$ cat config.mk
export PLATFORM = sky130hd
export DESIGN_NAME = rvh_l1d_scu_resp_rx
export DESIGN_NICKNAME = d
export VERILOG_FILES = /design/src/rtl/rvh_l1d_cc_pkg.sv /design/src/rtl/rvh_l1d_refill_line_buf.sv /design/src/rtl/rvh_l1d_scu_resp_rx.sv
export SDC_FILE = /design/constraint.sdc
export NUM_CORES = 1
export LEC_CHECK = 0
export BUFFER_PORTS_ARGS = -buffer_cell sky130_fd_sc_hd__buf_2
export CAP_MARGIN = 30
export CELL_PAD_IN_SITES_DETAIL_PLACEMENT = 0
export CELL_PAD_IN_SITES_GLOBAL_PLACEMENT = 1
export CORE_MARGIN = 10
export CORE_UTILIZATION = 24
export CTS_CLUSTER_DIAMETER = 50
export DETAILED_ROUTE_END_ITERATION = 12
export GPL_TIMING_DRIVEN = 0
export HOLD_SLACK_MARGIN = 0.03
export PLACE_DENSITY_LB_ADDON = 0.1
export RECOVER_POWER = 50
export SETUP_SLACK_MARGIN = 0.1
export SLEW_MARGIN = 25
export SYNTH_ARGS = -nofsm -noshare
export SYNTH_HDL_FRONTEND = slang
export SYNTH_SLANG_ARGS = --single-unit
$ cat constraint.sdc
create_clock -name clk -period 7.63 [get_ports clk]
set_clock_uncertainty 0.2 [all_clocks]
set_input_delay 1.1445 -clock clk [delete_from_list [all_inputs] [get_ports clk]]
set_output_delay 1.1445 -clock clk [all_outputs]
set_load 0.02 [all_outputs]
$ cat src/rtl/rvh_l1d_cc_pkg.sv
// Shared L1D cache-coherence types: SCU response beat, MSHR refill bundle,
// grant-state encoding and the receiver FSM state.
package rvh_l1d_cc_pkg;

  localparam int DATA_BURST_NUM      = 4;
  localparam int DATA_LENGTH_PER_PKG = 64;
  localparam int N_MSHR              = 8;
  localparam int N_MSHR_W            = $clog2(N_MSHR);
  localparam int CORE_ID_W           = 2;
  // Bank id field carries one extra top bit that is 0 for L1D banks.
  localparam int BANK_ID_W           = 3;
  localparam int LINE_W              = DATA_BURST_NUM * DATA_LENGTH_PER_PKG;
  localparam int BEAT_CNT_W          = $clog2(DATA_BURST_NUM) + 1;

  typedef enum logic [1:0] {
    GS_I = 2'd0,
    GS_S = 2'd1,
    GS_E = 2'd2,
    GS_M = 2'd3
  } grant_state_t;

  typedef struct packed {
    logic [CORE_ID_W-1:0] cid;
    logic [BANK_ID_W-1:0] bid;
    logic [N_MSHR_W-1:0]  pc_tid;
  } scu_id_t;

  typedef struct packed {
    scu_id_t                        id;
    logic                           dataless;
    grant_state_t                   grant_state;
    logic [DATA_LENGTH_PER_PKG-1:0] data;
  } scu_pc_resp_t;

  typedef struct packed {
    logic [N_MSHR_W-1:0] mshr_id;
    grant_state_t        grant_state;
    logic                data_vld;
    logic [LINE_W-1:0]   line;
  } l1d_refill_t;

  typedef enum logic [1:0] {
    RX_IDLE    = 2'd0,
    RX_COLLECT = 2'd1,
    RX_DELIVER = 2'd2
  } rx_state_t;

  // True when the beat counter points at the final slice of a line.
  function automatic logic is_last_beat(input logic [BEAT_CNT_W-1:0] cnt);
    return cnt == BEAT_CNT_W'(DATA_BURST_NUM - 1);
  endfunction

endpackage

$ cat src/rtl/rvh_l1d_refill_line_buf.sv
// Refill line buffer: one register per beat slice, written by a per-slice
// enable. Contents need no reset; validity is tracked by the owner.
module rvh_l1d_refill_line_buf
  import rvh_l1d_cc_pkg::*;
(
  input  logic                           clk,
  input  logic [DATA_BURST_NUM-1:0]      wr_en_i,
  input  logic [DATA_LENGTH_PER_PKG-1:0] wr_data_i,
  output logic [LINE_W-1:0]              line_o
);

  logic [LINE_W-1:0] line_d;
  logic [LINE_W-1:0] line_q;

  // Merge the incoming beat into whichever slice is enabled.
  always_comb begin
    line_d = line_q;
    for (int i = 0; i < DATA_BURST_NUM; i++) begin
      if (wr_en_i[i]) begin
        line_d[i*DATA_LENGTH_PER_PKG +: DATA_LENGTH_PER_PKG] = wr_data_i;
      end
    end
  end

  // Slice storage, intentionally without reset.
  always_ff @(posedge clk) begin
    line_q <= line_d;
  end

  assign line_o = line_q;

endmodule

$ cat src/rtl/rvh_l1d_scu_resp_rx.sv
// SCU response receiver for one L1D bank: filters beats by core/bank/MSHR,
// assembles multi-beat lines, and hands a registered refill to the MLFB.
// Handshake: a beat transfers on a rising edge where scu_pc_resp_vld_i and
// scu_pc_resp_rdy_o are both 1; a refill transfers where refill_vld_o and
// refill_rdy_i are both 1, and refill_o holds steady until then.
module rvh_l1d_scu_resp_rx
  import rvh_l1d_cc_pkg::*;
#(
  parameter int BANK_ID = 0,
  parameter int CORE_ID = 0
) (
  input  logic                              clk,
  input  logic                              rst,
  input  logic                              scu_pc_resp_vld_i,
  input  logic [$bits(scu_pc_resp_t)-1:0]   scu_pc_resp_i,
  output logic                              scu_pc_resp_rdy_o,
  input  logic [N_MSHR-1:0]                 mshr_bank_sent_i,
  output logic                              refill_vld_o,
  output logic [$bits(l1d_refill_t)-1:0]    refill_o,
  input  logic                              refill_rdy_i,
  output logic                              resp_err_o
);

  localparam logic [CORE_ID_W-1:0] MY_CID = CORE_ID_W'(CORE_ID);
  localparam logic [BANK_ID_W-1:0] MY_BID = {1'b0, (BANK_ID_W-1)'(BANK_ID)};

  scu_pc_resp_t resp;
  l1d_refill_t  refill;

  rx_state_t                  state_d, state_q;
  logic [BEAT_CNT_W-1:0]      beat_cnt_d, beat_cnt_q;
  logic [N_MSHR_W-1:0]        tid_d, tid_q;
  grant_state_t               gs_d, gs_q;
  logic                       data_vld_d, data_vld_q;
  logic                       err_d, err_q;
  logic [DATA_BURST_NUM-1:0]  wr_en;
  logic [LINE_W-1:0]          line;

  logic beat_acc;
  logic id_ok;
  logic beat_legal_idle;
  logic beat_match;

  assign resp            = scu_pc_resp_i;
  assign beat_acc        = scu_pc_resp_vld_i & scu_pc_resp_rdy_o;
  assign id_ok           = (resp.id.cid == MY_CID) && (resp.id.bid == MY_BID);
  assign beat_legal_idle = id_ok && mshr_bank_sent_i[resp.id.pc_tid];
  assign beat_match      = id_ok && (resp.id.pc_tid == tid_q);

  // FSM state register.
  always_ff @(posedge clk) begin
    if (rst) begin
      state_q <= RX_IDLE;
    end else begin
      state_q <= state_d;
    end
  end

  // FSM next state: single-beat and dataless responses go straight to delivery.
  always_comb begin
    state_d = state_q;
    case (state_q)
      RX_IDLE: begin
        if (beat_acc && beat_legal_idle) begin
          if (resp.dataless || (DATA_BURST_NUM == 1)) state_d = RX_DELIVER;
          else                                        state_d = RX_COLLECT;
        end
      end
      RX_COLLECT: begin
        if (beat_acc && beat_match && is_last_beat(beat_cnt_q)) state_d = RX_DELIVER;
      end
      RX_DELIVER: begin
        if (refill_rdy_i) state_d = RX_IDLE;
      end
      default: state_d = RX_IDLE;
    endcase
  end

  // FSM outputs: stall the SCU while a refill is pending and during reset.
  always_comb begin
    scu_pc_resp_rdy_o = ~rst && (state_q != RX_DELIVER);
    refill_vld_o      = (state_q == RX_DELIVER);
  end

  // Beat counter, transaction tag, slice write enables and drop detection.
  always_comb begin
    beat_cnt_d = beat_cnt_q;
    tid_d      = tid_q;
    gs_d       = gs_q;
    data_vld_d = data_vld_q;
    err_d      = 1'b0;
    wr_en      = '0;
    case (state_q)
      RX_IDLE: begin
        if (beat_acc) begin
          if (beat_legal_idle) begin
            tid_d = resp.id.pc_tid;
            gs_d  = resp.grant_state;
            if (resp.dataless) begin
              data_vld_d = 1'b0;
            end else begin
              wr_en[0]   = 1'b1;
              beat_cnt_d = (DATA_BURST_NUM == 1) ? '0 : BEAT_CNT_W'(1);
              data_vld_d = (DATA_BURST_NUM == 1);
            end
          end else begin
            err_d = 1'b1;
          end
        end
      end
      RX_COLLECT: begin
        if (beat_acc) begin
          if (beat_match) begin
            wr_en = {{(DATA_BURST_NUM-1){1'b0}}, 1'b1} << beat_cnt_q;
            // Counter parks on the last slice and is cleared on delivery.
            if (is_last_beat(beat_cnt_q)) data_vld_d = 1'b1;
            else                          beat_cnt_d = beat_cnt_q + BEAT_CNT_W'(1);
          end else begin
            err_d = 1'b1;
          end
        end
      end
      RX_DELIVER: begin
        if (refill_rdy_i) beat_cnt_d = '0;
      end
      default: ;
    endcase
  end

  // Control and tag registers.
  always_ff @(posedge clk) begin
    if (rst) begin
      beat_cnt_q <= '0;
      tid_q      <= '0;
      gs_q       <= GS_I;
      data_vld_q <= 1'b0;
      err_q      <= 1'b0;
    end else begin
      beat_cnt_q <= beat_cnt_d;
      tid_q      <= tid_d;
      gs_q       <= gs_d;
      data_vld_q <= data_vld_d;
      err_q      <= err_d;
    end
  end

  rvh_l1d_refill_line_buf u_line_buf (
    .clk       (clk),
    .wr_en_i   (wr_en),
    .wr_data_i (resp.data),
    .line_o    (line)
  );

  assign refill.mshr_id     = tid_q;
  assign refill.grant_state = gs_q;
  assign refill.data_vld    = data_vld_q;
  assign refill.line        = line;
  assign refill_o           = refill;
  assign resp_err_o         = err_q;

endmodule

---- Word-level counts from Yosys, hierarchy flattened ----
Index checks and enable logic that the tools add are counted.
cells by class
  bitwise operators ....................... 2
  multipliers ............................. 0
  shift-type cells ........................ 1
  divide/modulo/power cells ............... 0
  equality and inequality tests ........... 15
  muxes and demuxes ....................... 33
  reduce and logical (&&, ||, !) cells .... 16
  $add $sub $neg .......................... 1
  magnitude comparators ................... 1
operator list
  kind                                                    number
  two-way mux 3 bit                                       8
  inequality test 2 bit (second input constant)           10
  two-way mux 1 bit                                       13
  case mux 3 bit (3 select lines)                         1
  two-way mux 2 bit                                       4
  two-way mux 4 bit                                       2
  AND reduction 8 bit                                     1
  logical AND 1 bit                                       7
  case mux 1 bit (2 select lines)                         3
  case mux 2 bit (3 select lines)                         1
  AND reduction 3 bit                                     2
  AND reduction 6 bit                                     1
  zero test 2 bit                                         2
  < comparator 3 x 4 -> 1 bit (second input constant)     1
  left shift 1 x 3 -> 4 bit (first input constant)        1
  adder 3 x 1 -> 3 bit (second input constant)            1
  binary-select mux 1 bit (select 3 bit)                  1
  equality test 3 x 2 -> 1 bit (second input constant)    1
  equality test 3 bit                                     1
  zero test 3 bit                                         1
  nonzero test 3 bit                                      1
  equality test 2 x 1 -> 1 bit (second input constant)    1
  equality test 2 bit (second input constant)             1
  inequality test 2 x 1 -> 1 bit (second input constant)  1
  other kinds (3)                                         3
storage, ports and cells
  bits in latches ......................... 0
  memories ................................ 0
  logic and storage cells ................. 79
  bits in read-only memories .............. 0
  output and inout port bits .............. 265
  register bits after elaboration ......... 268
  bits of input ports ..................... 87
  memory bits (writable) .................. 0

---- Logic depth before layout (Yosys ltp) ----
Gate-level depths: netlist of the first run.
  depth in word-level cells ............... 7
  depth in mapped cells ................... 7
  mapped depth without buffers ............ 7

---- Modules after synthesis ----
Synthesis of the first run repeated with hierarchy kept, for this count alone.
second synthesis, totals
  cells, all modules ...................... 363
  area, all modules ....................... 8617.0 sq um
by module, submodules not included
  module                   cells an instance  area each (sq um)  times used  sequential area each (sq um)
  rvh_l1d_refill_line_buf  256                7687.4             1           7687.4
  rvh_l1d_scu_resp_rx      107                929.6              1           240.2

---- Worst setup path before layout of the first run ----
Ideal clock, no wire load.
  kind .................................... input to register
  start ................................... input scu_pc_resp_i[67]
  end ..................................... register u_line_buf.line_q[192], in the netlist u_line_buf.line_o[192] (enable)
  data required time ...................... 6.865 ns
  slack ................................... 0.636 ns
  cell stages on the path ................. 5
  path buffers ............................ 1
  data arrival time ....................... 6.229 ns
  library setup time ...................... 0.565 ns
  cells stage by stage .................... buf_6 -> xor2_1 -> nor3_1 -> nand3_1 -> nor3_1
on the way
  cells in the longest elaborated chain, start to end .. 5
ends and longest elaborated chain
  item                       RTL line                       source
  from (decl)                rvh_l1d_scu_resp_rx.sv:15      input logic [$bits(scu_pc_resp_t)-1:0] scu_pc_resp_i,
  equality test 3 bit        rvh_l1d_scu_resp_rx.sv:48      assign beat_match = id_ok && (resp.id.pc_tid == tid_q);
  logical AND 1 bit          rvh_l1d_scu_resp_rx.sv:48
  two-way mux 4 bit          rvh_l1d_scu_resp_rx.sv:113     if (beat_match) begin
  two-way mux 4 bit          rvh_l1d_scu_resp_rx.sv:112     if (beat_acc) begin
  two-way mux 3 bit          rvh_l1d_scu_resp_rx.sv:93      case (state_q)
  net u_line_buf.wr_en_i[3]  rvh_l1d_refill_line_buf.sv:7   input logic [DATA_BURST_NUM-1:0] wr_en_i,
  to (signal assigned)       rvh_l1d_refill_line_buf.sv:27  line_q <= line_d;
  to (decl)                  rvh_l1d_refill_line_buf.sv:13  logic [LINE_W-1:0] line_q;
The timed path passes the listed nets, and every way through them passes these cells.
A chain may end at the register's enable or synchronous reset.

---- Worst setup path after layout of the first run ----
  start ................................... input scu_pc_resp_i[69]
  end ..................................... register u_line_buf.line_q[239], in the netlist u_line_buf.line_o[239] (enable)
Same word-level chain as after synthesis.

==> results.py, run 1 <==
metrics = {
    "grt": {
        "grt_max_degree": 35,
        "grt_pass1_vias": 5301,
        "grt_overflow": 0,
        "grt_pass1_wl_mm": 37.36,
        "antenna_found_initial": 0,
        "grtUsageTotal": 0.1142,
    },
    "clocking": {
        "cts_resized": 0,
        "numCtsBuffers": 35,
        "clk_latency_ns": 0.51,
        "cts_tree": "built",
        "cts_max_level": 2,
        "cts_sinks": 268,
        "holdBufCountCts": 0,
        "post_cts_buffers": 0,
        "clk_pin_slew_worst_paths_ns": 0.05,
        "root_buffer": "clkbuf_16",
        "cts_buffer_depth": 3,
    },
    "worst_setup_path": {
        "arrival_ns": 4.01,
        "worstPathCellList": "clkbuf_1 > xor2_1 > nor3_1 > nand3_1 > nor3_2 > buf_6 > buf_4 > buf_6 > buf_4 > buf_4 > buf_4",
        "cp_common_cell": "buf_4",
        "cp_max_fo": 8,
        "cpMaxStageDelayCell": "nor3_1",
        "crit_type": "input port to register",
        "path_buf_inv": 7,
        "critPathMaxStageDelay_ns": 0.61,
        "endpoint_kind": "register",
        "crit_family": "simple AND/OR/NAND/NOR gates",
        "cp-start-kind": "input port",
        "cp.required_ns": 7.66,
    },
    "synthesis": {
        "syn_inst": 367,
        "ys_seq_elements": 268,
        "synth_cell_types": 36,
        "synth_enable_flop_cells": 256,
        "ys_seq_area_frac": 0.9164,
        "syn_nets": 463,
        "netlist.area_leader.share": 0.8886,
        "yosysWarnings": 0,
        "ys_top_cells_by_area": "edfxtp_1 (89%), dfxtp_1 (2.8%), ha_1 (1.3%)",
        "synth_area_per_cell_sq_um": 23.57,
        "ys.flop_type": "edfxtp_1",
        "yosysTopAreaCell": "edfxtp_1",
        "synth_area_sq_um": 8651,
        "ys_async_sr_fraction": 0,
    },
    "detailed_routing": {
        "drt_iter0_drc": 275,
        "drc": 0,
        "avgViaCountPerCell": 3.999,
        "routed_wl_mm": 26.58,
        "vias": 5035,
        "ant_nets": 0,
        "routedWlPerCell_microns": 21.11,
        "drtPass1Iterations": 4,
    },
    "timing": {
        "fin_crit_sh": 0.5226,
        "rsz0062_at_grt": "false",
        "relSlewSlack": 0.5155,
        "period_minus_slack_ns": 3.987,
        "finalSetupTns_ns": 0,
        "slew_viol_final": 0,
        "setup_viol": 0,
        "fmaxAchievable_mhz": 250.8,
        "setup_slack_ns": 3.643,
        "worstMarginPinSlew_ns": 0.7229,
        "hold_violations": 0,
    },
    "floorplan": {
        "start_util": 0.2432,
        "dieArea_sq_um": 44040,
        "ios": 352,
        "die_h_microns": 209.9,
        "core-area_sq_um": 35570,
        "die_w_microns": 209.9,
        "rows": 69,
    },
    "cells_and_area": {
        "mostFrequentLayoutCell": "edfxtp_1",
        "mostFrequentLayoutCells": "edfxtp_1 (256), clkbuf_1 (208), buf_2 (148)",
        "drive_gt1_frac": 0.2873,
        "nets": 867,
        "design_area_sq_um": 12200,
        "area_growth_pct": 41.05,
    },
    "place": {
        "place_ws_ns": 3.100,
        "placed_area_sq_um": 11260,
        "routabilityCongestion": 0.7719,
        "dp_hpwl_mm": 20.38,
        "io_buffers": 350,
    },
    "min_path": {
        "min_path_type": "register to register",
    },
    "run_status": {
        "status": "finished, final reports clean",
    },
    "pwr": {
        "max-vdd-ir-drop_v": 0.0001385,
        "p_leak_nw": 4.204,
        "p_per_area_nw_per_um2": 273.5,
    },
    "run": {
        "maxCapViolations": 0,
    },
}
==> state kept, by name (all words and copies together) (netlist names) <==
register,count
beat_cnt_q,3
data_vld_q,1
gs_q,2
resp_err_o,1
state_q,2
tid_q,3
u_line_buf.line_o,256
==> final timing paths <==
| path | endpoint | startpoint | depth (start not counted) | slack [ns] |
|---|---|---|---|---|
| max reg2reg | u_line_buf.line_o[47] | state_q[0] | 8 | 3.99 |
| max | u_line_buf.line_o[239] | scu_pc_resp_i[69] | 11 | 3.64 |
| min | gs_q[0] | gs_q[0] | 2 | 0.30 |
| min reg2reg | gs_q[0] | gs_q[0] | 2 | 0.30 |
==> power by group <==
| group | leakage, nW | switching [W] | internal, W | total, W |
|---|---|---|---|---|
| clock network | 0.577 | 0.000612 | 0.00104 | 0.00166 |
| registers | 2.40 | 0.00000136 | 0.00161 | 0.00161 |
| logic | 1.23 | 0.0000442 | 0.0000238 | 0.0000680 |
==> tightest hold or removal path: stages (launching register included) <==
cell and delay, ns:
dfxtp_1 0.32, mux2i_1 0.07, nor2_1 0.08
==> cell usage after synthesis (3+ instances only) <==
cell	instances
ha_1	9
nor2_1	13
a41oi_1	3
and2_1	3
inv_1	12
o311ai_0	3
edfxtp_1	256
a21oi_1	3
nand2_1	6
mux2i_1	7
o21ai_0	4
dfxtp_1	12
nor3_1	3
xor2_1	3
==> per-layer routing <==
layer	up-vias	track usage	wire length [microns]	share of wire
li1	2278	-	-	-
met1	2464	0.1340	10700	0.40
met2	253	0.1881	12870	0.48
met3	40	0.04573	2465	0.093
met4	0	0.03498	539	0.020
met5	-	0	0	0
==> final cells by class <==
| class | instances | area (sq um) |
|---|---|---|
| well taps | 461 | 576.8 |
| clock buffers | 40 | 915.9 |
| plain buffers | 4 | 26.28 |
| multi-input cells | 83 | 680.7 |
| diodes | 1 | 2.502 |
| flip-flops and latches | 268 | 7928 |
| fillers | 3538 | 23370 |
| clock inverters | 23 | 280.3 |
| repair buffers | 367 | 1747 |
| inverters | 12 | 45.04 |
==> metrics by stage <==
step / power (W) / util / cells / hold WS [ns]
after floorplan: 0.001671 / - / 367 / 0.2813
after global placement: 0.001714 / 0.3087 / 1178 / 0.2882
final: 0.003337 / 0.3430 / 1259 / 0.3047
after global routing: 0.003465 / 0.3430 / 1258 / 0.3439
after CTS: 0.003398 / 0.3501 / 1258 / 0.3031
after detailed placement: 0.001718 / 0.3164 / 1195 / 0.2769
==> logic make-up after synthesis <==
logic type	count (synthesis)	synth area share
simple gates	36	0.02430
mux	10	0.01200
fa+ha+maj	9	0.01302
compound gates	25	0.02300
flops	268	0.9164
buf+inv	16	0.008244
xor+xnor	3	0.003038
Note: power is estimated with default switching activity, not from simulation.
==> run 2: changes to the inputs <==
Settings changed: ABC_AREA set to 1.
Clock period 7.63 ns to 4 ns, I/O delays scaled along.
==> run 2 against run 1 <==
Net effect: critical path depth decreased by 2; cell count increased by 3.6%; utilization is 0.80 points higher; final area up 2.6%; via count increased by 2.7%; area after synthesis grew 0.72%; largest cell class unchanged; highest routed layer is now met5.
==> results.py, run 2 <==
metrics = {
    "detailed_routing": {
        "drtPass1Iterations": 5,
        "drc": 0,
        "ant_nets": 0,
        "routedWlPerCell_microns": 21.25,
        "drt_iter0_drc": 267,
        "avgViaCountPerCell": 3.966,
        "routed_wl_mm": 27.70,
        "vias": 5172,
    },
    "timing": {
        "slew_viol_final": 0,
        "hold_violations": 0,
        "fmaxAchievable_mhz": 313.0,
        "rsz0062_at_grt": "false",
        "fin_hold_ws_ns": 0.1310,
        "fin_crit_sh": 0.7986,
        "worstMarginPinSlew_ns": 0.6835,
        "period_minus_slack_ns": 3.194,
        "setup_viol": 0,
        "relSlewSlack": 0.5432,
    },
    "place": {
        "io_buffers": 350,
        "dp_hpwl_mm": 21.32,
        "placedCellCount": 1239,
        "routabilityCongestion": 0.7649,
    },
    "synthesis": {
        "synth_most_common_cell": "edfxtp_1",
        "yosysWarnings": 0,
        "yosys-top-cells-count": "edfxtp_1 (256), nand2_1 (37), inv_1 (30), nor2_1 (15)",
        "ys_top_cells_by_area": "edfxtp_1 (88%), dfxtp_1 (2.8%), nand2_1 (1.6%)",
        "synth_enable_flop_cells": 256,
        "synth_area_sq_um": 8713,
        "ys_seq_area_frac": 0.9098,
        "synth_area_per_cell_sq_um": 21.15,
        "syn_nets": 508,
        "synth_cell_types": 27,
        "yosysTopAreaCell": "edfxtp_1",
        "netlist.area_leader.share": 0.8823,
        "ys.flop_type": "edfxtp_1",
        "ys_async_sr_fraction": 0,
        "syn_inst": 412,
        "ys_seq_elements": 268,
    },
    "worst_setup_path": {
        "arrival_ns": 3.22,
        "crit_type": "register to register",
        "cp.required_ns": 4.02,
        "endpoint_kind": "register",
        "cp_max_fo": 14,
        "cp-start-kind": "register",
    },
    "clocking": {
        "root_buffer": "clkbuf_16",
        "cts_sinks": 268,
        "holdBufCountCts": 0,
        "clk_pin_slew_worst_paths_ns": 0.06,
        "cts_tree": "built",
        "cts_max_level": 2,
        "cts_resized": 0,
        "cts_buffer_depth": 3,
        "clk_latency_ns": 0.50,
        "post_cts_buffers": 0,
        "numCtsBuffers": 35,
    },
    "floorplan": {
        "start_util": 0.2444,
        "die_h_microns": 210.5,
        "core-area_sq_um": 35660,
        "rows": 69,
        "die_w_microns": 210.5,
        "ios": 352,
        "dieArea_sq_um": 44330,
    },
    "grt": {
        "antenna_found_initial": 2,
        "grt_overflow": 0,
        "grt_pass1_vias": 5395,
        "grt_pass1_wl_mm": 38.50,
        "grt_max_degree": 21,
        "grtUsageTotal": 0.1180,
    },
    "min_path": {
        "min_path_type": "input port to register",
    },
    "cells_and_area": {
        "drive_gt1_frac": 0.2961,
        "largest_reg_flops": 256,
        "mostFrequentLayoutCell": "edfxtp_1",
        "mostFrequentLayoutCells": "edfxtp_1 (256), clkbuf_1 (205), buf_2 (151)",
        "final-instance-count-excl-fill": 1304,
        "area_growth_pct": 43.64,
        "nets": 911,
    },
    "pwr": {
        "max-vdd-ir-drop_v": 0.0002572,
        "p_per_area_nw_per_um2": 519.0,
        "finalPower_w": 0.006495,
        "p_leak_nw": 4.424,
    },
    "run": {
        "maxCapViolations": 0,
    },
    "run_status": {
        "status": "finished, final reports clean",
    },
}
## run 2: cells by family (layout without fill, tap and decap cells)
kind of cell,count (synthesis),count (layout),synth area share
simple gates,72,72,0.04250
buf+inv,38,467,0.01824
fa+ha+maj,9,9,0.01292
flops,268,268,0.9098
xor+xnor,1,1,0.001867
compound gates,24,24,0.01465
other cells,0,2,0
## run 2: final cells by class
cell class                 count  area, sq um
antenna                        2        5.005
timing repair buffer         366         1921
multi-input combinational    106        663.1
clock inverter                22        334.1
buffer                         4        28.78
inverter                      34        130.1
fill                        3553        23140
tap                          461        576.8
sequential                   268         7928
clock buffer                  41        929.6
## run 2: worst paths after layout
check / from / to / slack [ns] / cells after the start
hold reg to reg: gs_q[0] / gs_q[0] / 0.24 / 2
setup / recovery: state_q[0] / u_line_buf.line_o[20] / 0.81 / 9
hold / removal: scu_pc_resp_i[17] / u_line_buf.line_o[209] / 0.13 / 1
setup reg to reg: state_q[0] / u_line_buf.line_o[20] / 0.81 / 9
## run 2: through the flow
step	util	setup TNS (ns)	cell area (sq um)	setup slack, ns
6_report	0.3510	0	12520	0.8056
4_1_cts	0.3579	0	12760	0.7320
5_1_grt	0.3509	0	12510	0.5836
3_3_place_gp	0.3099	-805.21	11050	-3.740
2_1_floorplan	-	-140.65	8720	-0.8053
3_5_place_dp	0.3225	0	11500	0.7242
## run 2: worst max-delay path, cell delays in order, from the launching register on
cell,delay [ns]
dfxtp_1,0.37
inv_1,0.08
ha_1,0.31
nor3b_4,0.36
nand4_2,0.21
nand3b_1,0.38
o22ai_4,0.45
buf_16,0.22
buf_16,0.16
buf_16,0.15
## run 2: metal layers
layer  up-vias  wire [microns]  GRT usage
met5         -              12          0
met2       262           13690     0.1997
met1      2506           10650     0.1332
met4         2             720    0.04346
met3        46            2636    0.04481
li1       2356               -          -
## run 2: power by group
part           switching (W)  total [W]  internal (W)
Clock                0.00118    0.00332       0.00214
Sequential        0.00000106    0.00307       0.00307
Combinational      0.0000638  0.0000986     0.0000348
